==> config.mk <==
export PLATFORM = sky130hd
export DESIGN_NAME = mcl_fxd_pipe_mac_stage
export DESIGN_NICKNAME = d
export VERILOG_FILES = /design/src/rtl/mcl_fxd_pkg.sv /design/src/rtl/mcl_fxd_elastic_stage.sv /design/src/rtl/mcl_fxd_pipe_mac_stage.sv
export SDC_FILE = /design/constraint.sdc
export NUM_CORES = 1
export LEC_CHECK = 0
export CORE_ASPECT_RATIO = 0.8
export CORE_UTILIZATION = 56
export DETAILED_ROUTE_END_ITERATION = 10
export GPL_TIMING_DRIVEN = 1
export MAX_ROUTING_LAYER = met4
export PLACE_DENSITY = 0.83
export SETUP_SLACK_MARGIN = 0.3
export SYNTH_ARGS = -nofsm -noshare
export SYNTH_HDL_FRONTEND = slang
export SYNTH_SLANG_ARGS = --single-unit
export TNS_END_PERCENT = 30
==> constraint.sdc <==
create_clock -name clk -period 2.15 [get_ports clk]
set_clock_uncertainty 0.1 [all_clocks]
set_input_delay 0.3225 -clock clk [delete_from_list [all_inputs] [get_ports clk]]
set_output_delay 0.3225 -clock clk [all_outputs]
set_load 0.005 [all_outputs]
==> src/rtl/mcl_fxd_pkg.sv <==
// Fixed-point helpers shared by the multiply-add pipeline.
//   FXD_MAX(n) / FXD_MIN(n) : largest / smallest n-bit two's-complement code,
//                             sign-extended to fxd_word_t.
//   fxd_mul_add(a,b,c,n,q,round,sat) : returns {ovf, result}.
//     result = (a*b [+ 2^(q-1) when round]) >>> q, plus c.
//     If the sum does not fit n signed bits, ovf=1 and the result is either
//     clamped to FXD_MAX/FXD_MIN (sat=1) or the low n bits of the sum (sat=0).
// Operands are passed sign-extended to FXD_WMAX bits so that one function
// serves every word width up to FXD_WMAX. The working width of
// 2*FXD_WMAX+1 bits cannot overflow for any n <= FXD_WMAX.
package mcl_fxd_pkg;

  localparam int FXD_WMAX = 32;

  typedef logic signed [FXD_WMAX-1:0] fxd_word_t;
  typedef logic signed [2*FXD_WMAX:0] fxd_wide_t;

  function automatic fxd_word_t FXD_MAX(input int n);
    fxd_wide_t one;
    one = fxd_wide_t'(1);
    return fxd_word_t'((one <<< (n - 1)) - one);
  endfunction

  function automatic fxd_word_t FXD_MIN(input int n);
    fxd_wide_t one;
    one = fxd_wide_t'(1);
    return fxd_word_t'(-(one <<< (n - 1)));
  endfunction

  function automatic logic [FXD_WMAX:0] fxd_mul_add(
    input fxd_word_t a,
    input fxd_word_t b,
    input fxd_word_t c,
    input int        n,
    input int        q,
    input logic      round,
    input logic      sat
  );
    fxd_wide_t acc;
    fxd_wide_t hi;
    fxd_wide_t lo;
    fxd_word_t res;
    logic      ovf;
    acc = fxd_wide_t'(a) * fxd_wide_t'(b);
    if (round) begin
      acc = acc + (fxd_wide_t'(1) <<< (q - 1));
    end
    // Arithmetic shift gives floor division, so truncation rounds toward -inf.
    acc = acc >>> q;
    acc = acc + fxd_wide_t'(c);
    hi  = fxd_wide_t'(FXD_MAX(n));
    lo  = fxd_wide_t'(FXD_MIN(n));
    ovf = (acc > hi) || (acc < lo);
    if (ovf && sat) begin
      res = (acc > hi) ? FXD_MAX(n) : FXD_MIN(n);
    end else begin
      res = acc[FXD_WMAX-1:0];
    end
    return {ovf, res};
  endfunction

endpackage

==> src/rtl/mcl_fxd_elastic_stage.sv <==
// One elastic pipeline register: a valid bit plus a W-bit payload.
//   in_valid / in_data / in_ready    : upstream side (in_ready is this stage's ready)
//   out_valid / out_data / out_ready : downstream side (out_ready is next stage's ready)
// The stage loads whenever it is empty or its content is leaving this cycle,
// which lets bubbles collapse and sustains one token per cycle. While full and
// blocked the payload is held unchanged.
module mcl_fxd_elastic_stage #(
  parameter int W = 8
) (
  input  logic         clk,
  input  logic         rst_n,
  input  logic         in_valid,
  input  logic [W-1:0] in_data,
  output logic         in_ready,
  output logic         out_valid,
  output logic [W-1:0] out_data,
  input  logic         out_ready
);

  logic         valid_reg;
  logic [W-1:0] data_reg;

  assign in_ready  = ~valid_reg | out_ready;
  assign out_valid = valid_reg;
  assign out_data  = data_reg;

  always_ff @(posedge clk or negedge rst_n) begin
    if (!rst_n) begin
      valid_reg <= 1'b0;
      data_reg  <= '0;
    end else if (in_ready) begin
      valid_reg <= in_valid;
      if (in_valid) begin
        data_reg <= in_data;
      end
    end
  end

endmodule

==> src/rtl/mcl_fxd_pipe_mac_stage.sv <==
// Fused fixed-point multiply-add (mult_1*mult_2 + add_1) followed by a
// PIPE_DEPTH-deep elastic pipeline.
//   pre_*_mult_1 / pre_*_mult_2 / pre_*_add_1 : operand streams (avail/get/data)
//   pre_*_side     : side-band words carried unchanged alongside the result
//   post_avail / post_get : output handshake
//   post_data      : multiply-add result (FXD_N bits, Q-format FXD_Q)
//   post_data_side : side-band words of the same token
//   post_ovf       : the result of this token overflowed
//   occupancy      : number of tokens held in the pipeline
// All four input streams are joined: they transfer together or not at all.
// Each token is packed as {ovf, side, result} so the side band can never
// drift out of alignment with its result.
module mcl_fxd_pipe_mac_stage
  import mcl_fxd_pkg::*;
#(
  parameter int FXD_Q      = 4,
  parameter int FXD_N      = 8,
  parameter int PIPE_DEPTH = 2,
  parameter int NUM_SIDE   = 2,
  parameter int ROUND_MODE = 0,
  parameter int SATURATE   = 1
) (
  input  logic                                          clk,
  input  logic                                          rst_n,
  input  logic                                          pre_avail_mult_1,
  output logic                                          pre_get_mult_1,
  input  logic [FXD_N-1:0]                              pre_data_mult_1,
  input  logic                                          pre_avail_mult_2,
  output logic                                          pre_get_mult_2,
  input  logic [FXD_N-1:0]                              pre_data_mult_2,
  input  logic                                          pre_avail_add_1,
  output logic                                          pre_get_add_1,
  input  logic [FXD_N-1:0]                              pre_data_add_1,
  input  logic                                          pre_avail_side,
  output logic                                          pre_get_side,
  input  logic [((NUM_SIDE > 0) ? NUM_SIDE*FXD_N : 1)-1:0] pre_data_side,
  output logic                                          post_avail,
  input  logic                                          post_get,
  output logic [FXD_N-1:0]                              post_data,
  output logic [((NUM_SIDE > 0) ? NUM_SIDE*FXD_N : 1)-1:0] post_data_side,
  output logic                                          post_ovf,
  output logic [$clog2(PIPE_DEPTH+1)-1:0]               occupancy
);

  localparam int SIDE_W = (NUM_SIDE > 0) ? NUM_SIDE * FXD_N : 1;
  localparam int TOK_W  = 1 + SIDE_W + FXD_N;
  localparam int OCC_W  = $clog2(PIPE_DEPTH + 1);

  // Multiply-add on the operands currently offered.
  logic [FXD_N-1:0]  mac_result;
  logic              mac_ovf;
  logic [SIDE_W-1:0] in_side;

  assign mac_result = FXD_N'(fxd_mul_add(
                        fxd_word_t'($signed(pre_data_mult_1)),
                        fxd_word_t'($signed(pre_data_mult_2)),
                        fxd_word_t'($signed(pre_data_add_1)),
                        FXD_N, FXD_Q, (ROUND_MODE != 0), (SATURATE != 0)));
  assign mac_ovf    = 1'(fxd_mul_add(
                        fxd_word_t'($signed(pre_data_mult_1)),
                        fxd_word_t'($signed(pre_data_mult_2)),
                        fxd_word_t'($signed(pre_data_add_1)),
                        FXD_N, FXD_Q, (ROUND_MODE != 0), (SATURATE != 0))
                        >> FXD_WMAX);

  // Pipeline chains: index 0 is the input join, index PIPE_DEPTH the output.
  logic [PIPE_DEPTH:0] valid_chain;
  logic [PIPE_DEPTH:0] ready_chain;
  logic [TOK_W-1:0]    tok_chain [PIPE_DEPTH+1];

  logic take_in;
  logic take_out;

  assign take_in  = pre_avail_mult_1 & pre_avail_mult_2 & pre_avail_add_1
                  & pre_avail_side & ready_chain[0];
  assign take_out = valid_chain[PIPE_DEPTH] & post_get;

  assign pre_get_mult_1 = take_in;
  assign pre_get_mult_2 = take_in;
  assign pre_get_add_1  = take_in;
  assign pre_get_side   = take_in;

  assign valid_chain[0]          = take_in;
  assign tok_chain[0]            = {mac_ovf, in_side, mac_result};
  assign ready_chain[PIPE_DEPTH] = post_get;

  generate
    for (genvar gi = 0; gi < PIPE_DEPTH; gi++) begin : g_stage
      mcl_fxd_elastic_stage #(
        .W (TOK_W)
      ) u_stage (
        .clk       (clk),
        .rst_n     (rst_n),
        .in_valid  (valid_chain[gi]),
        .in_data   (tok_chain[gi]),
        .in_ready  (ready_chain[gi]),
        .out_valid (valid_chain[gi+1]),
        .out_data  (tok_chain[gi+1]),
        .out_ready (ready_chain[gi+1])
      );
    end
  endgenerate

  logic [TOK_W-1:0] out_tok;
  assign out_tok    = tok_chain[PIPE_DEPTH];
  assign post_avail = valid_chain[PIPE_DEPTH];
  assign post_data  = out_tok[FXD_N-1:0];
  assign post_ovf   = out_tok[TOK_W-1];

  generate
    if (NUM_SIDE > 0) begin : g_side
      assign in_side        = pre_data_side;
      assign post_data_side = out_tok[FXD_N +: SIDE_W];
    end else begin : g_no_side
      assign in_side        = 1'b0;
      assign post_data_side = 1'b0;
    end
  endgenerate

  // Occupancy tracks tokens in flight; simultaneous in and out cancel.
  logic [OCC_W-1:0] occ_reg;

  always_ff @(posedge clk or negedge rst_n) begin
    if (!rst_n) begin
      occ_reg <= '0;
    end else if (take_in && !take_out) begin
      occ_reg <= occ_reg + OCC_W'(1);
    end else if (!take_in && take_out) begin
      occ_reg <= occ_reg - OCC_W'(1);
    end
  end

  assign occupancy = occ_reg;

endmodule
==> flow_metrics.tcl <==
set metrics [dict create \
    instances_no_fill 780 \
    utilization_pct 78.5 \
    synth_area_sq_um 5260 \
    yosysUniqueCellTypes 55 \
    synth_xor_area_share_pct 4.31 \
    setup.worst_path.end_class "flop" \
    setup_viol 9 \
    status "finished with violations" \
    syn-mean-instance-area_sq_um 10.3 \
    drv_cap 0 \
    yosysWarnings 0 \
    drc 0 \
    grt_max_degree 55 \
    via_per_inst 5.27 \
    r2r_cells 6 \
    cp.required_ns 2.20 \
    reg2reg_to "g_stage[0].u_stage.out_data[0]$_DFFE_PN0P_" \
    area_delta_synth_final_pct 35.6 \
    drt_iter0_drc 188 \
    drv_slew 0 \
    synth_top_family_by_area "adder cells" \
    htree_levels 2 \
    r2r-start "g_stage[1].u_stage.out_valid$_DFFE_PN0P_" \
    final_nets 808 \
    postSynthNetCount 652 \
    synthSimpleGateAreaFrac_pct 13.5 \
    start_util_pct 57.9 \
    syn_inst 508 \
    r2r_setup_slack_ns 0.20 \
    drive_gt1_share_pct 33.8 \
    synthAdderAreaFrac_pct 30.9 \
    antenna_found_initial 0 \
    io_pins 79 \
    hold_viol_final 0 \
    rows 31 \
    dr_total_vias 4112 \
    grt_first_pass_wirelength_mm 19.4 \
    cts_buffers 5 \
    ys_ff_latch 54 \
    coreArea_sq_um 9080 \
    dpl.hpwl_mm 9.61 \
    num_antenna_cells 0 \
    dieHeight_um 88.7 \
    dp_cells 765 \
    synth_ff_type "dfrtp_1" \
    root_buffer "clkbuf_16" \
    port_buffers 78 \
    synth_compound_area_share_pct 8.31 \
    ctsHoldBuffers 0 \
    synth_top_area_share_pct 25.7 \
    final.fill_count 565 \
    clock_latency_ns 0.29 \
    slew-limit-headroom_pct 56.2 \
    ant_nets 0 \
    gp_congestion 0.861 \
    post-synth-top-count-cell "inv_1" \
    die_w_um 110 \
    synth_top_cells_by_count "inv_1, fa_1, dfrtp_1, mux2_2" \
    cp_data_arrival_time_ns 5.67 \
    fin_crit_ns 5.62 \
    wl_per_cell_um 16.0 \
    ys_async_sr_fraction_pct 100 \
    cts_tree "built" \
    path_clk_slew_ns 0.07 \
    worstSetupPathType "input pin to flop" \
    min_path_type "input pin to asynchronous set/reset pin" \
    ys_top_cells_by_area "dfrtp_1, fa_1, ha_1, mux2_2, inv_1" \
    crit_fanout 8 \
    tightest_slew_ns 0.657 \
    synth.area.mux_share_pct 9.40 \
    failed_checks "negative setup slack" \
    design.die.area_sq_um 9780 \
    wirelength_mm 12.5 \
    fin_tns_setup_ns -30.79 \
    grt_pass1_vias 4043 \
    cts.sinks 54 \
    max_freq_ghz 0.178 \
    synth-seq-area-share_pct 25.7 \
    synth_edf_count 0 \
    setup_ws_ns -3.47 \
    clockBufferDepth 2 \
    regArea_sq_um 1350 \
    grt_usage_pct 26.8 \
    multiInputGateArea_sq_um 3750 \
    yosys.area.top_type "dfrtp_1" \
    fin_crit_sh_pct 262 \
    gr-total-overflow 0 \
    rsz0062_at_grt "true" \
    critPathLaunchType "input pin" \
    first_pass_iters 4 \
]
==> layer usage <==
layer | up-vias | global-route usage [%] | wire, um
met5 | - | - | 0
met4 | 0 | 4.67 | 163
met3 | 18 | 3.53 | 533
met2 | 89 | 45.6 | 6340
met1 | 2042 | 34.9 | 5430
li1 | 1963 | - | -
==> layout make-up <==
class                   count  share of cell area (%)
clock buffers               6                    1.95
clock inverters             2                   0.544
inverters                  93                    4.90
multi-input cells         352                    52.6
flip-flops and latches     54                    19.0
well taps                 115                    2.02
repair buffers            158                    19.0
==> cells in the final DEF (no fill, tap or decap), types with 4 or more instances in the layout <==
| master | netlist | routed |
|---|---|---|
| nor3_1 | 5 | 5 |
| o22ai_2 | 0 | 4 |
| o21ai_0 | 8 | 6 |
| buf_6 | 2 | 5 |
| nand3_1 | 5 | 5 |
| and2_4 | 1 | 14 |
| dfrtp_1 | 54 | 54 |
| a21oi_1 | 16 | 11 |
| buf_4 | 4 | 83 |
| ha_1 | 42 | 33 |
| a21o_1 | 5 | 5 |
| ha_4 | 0 | 8 |
| and2_1 | 42 | 29 |
| nand2_1 | 23 | 22 |
| inv_1 | 93 | 79 |
| o21a_1 | 4 | 4 |
| xnor2_1 | 17 | 17 |
| clkdlybuf4s50_1 | 0 | 56 |
| nor2_1 | 14 | 14 |
| fa_1 | 55 | 53 |
| inv_2 | 0 | 14 |
| buf_2 | 0 | 6 |
| nor2b_1 | 9 | 9 |
| clkbuf_16 | 0 | 5 |
| xor2_1 | 7 | 7 |
| mux2_2 | 43 | 43 |
==> worst max-delay path by stage <==
stage	slack, ns	startpoint	to	cells past startpoint
global route	-3.71	pre_data_mult_1[6]	g_stage[0].u_stage.out_data[0]$_DFFE_PN0P_	24
finish	-3.47	pre_data_mult_1[7]	g_stage[0].u_stage.out_data[0]$_DFFE_PN0P_	22
CTS	-3.57	pre_data_mult_1[4]	g_stage[0].u_stage.out_data[0]$_DFFE_PN0P_	24
detailed placement	-4.39	pre_data_mult_1[3]	g_stage[0].u_stage.out_data[6]$_DFFE_PN0P_	26
floorplan	-3.30	pre_data_mult_2[2]	g_stage[0].u_stage.out_data[0]$_DFFE_PN0P_	23
global placement	-4.11	pre_data_mult_2[4]	g_stage[0].u_stage.out_data[0]$_DFFE_PN0P_	23
==> logic make-up after synthesis <==
family	after synthesis
AO/OA/AOI/OAI	63
adder cells (fa/ha/maj)	97
XOR/XNOR	25
multiplexers	44
AND/OR/NAND/NOR	123
buffers and inverters	102
flip-flops	54
==> per-stage QoR <==
stage	hold slack [ns]	worst slack, ns	area, sq um
global placement	0.358	-4.11	6790
finish	0.0696	-3.47	7130
floorplan	-0.0731	-3.30	5370
detailed placement	0.368	-4.39	6790
global route	0.133	-3.71	7130
CTS	0.0861	-3.57	7070
==> critical path: stages <==
cell and delay (ns):
buf_4 0.13, buf_6 0.13, and2_4 0.15, fa_2 0.60, inv_2 0.06, fa_1 0.49, fa_1 0.44, fa_1 0.56
inv_1 0.07, ha_4 0.24, and3_4 0.17, a21oi_2 0.12, nand3b_1 0.10, xor2_1 0.21, ha_1 0.27, a21o_1 0.20
or3_4 0.33, nand3b_1 0.16, and4bb_4 0.22, nor4b_4 0.22, a32o_2 0.35, o22ai_2 0.12
==> flip-flops by register name, summed over array words and instances (netlist names) <==
name                       flops
occupancy                      2
g_stage.u_stage.out_data      50
g_stage.u_stage.out_valid      2
==> repair_timing <==
item	in CTS	in global routing
setup endpoints to repair	29	27
pin swaps	39	32
resized for setup	114	30
buffers inserted	4	3
Power is not shown: default switching activity piles up to over one toggle a cycle in this logic, so the estimate is an artifact.
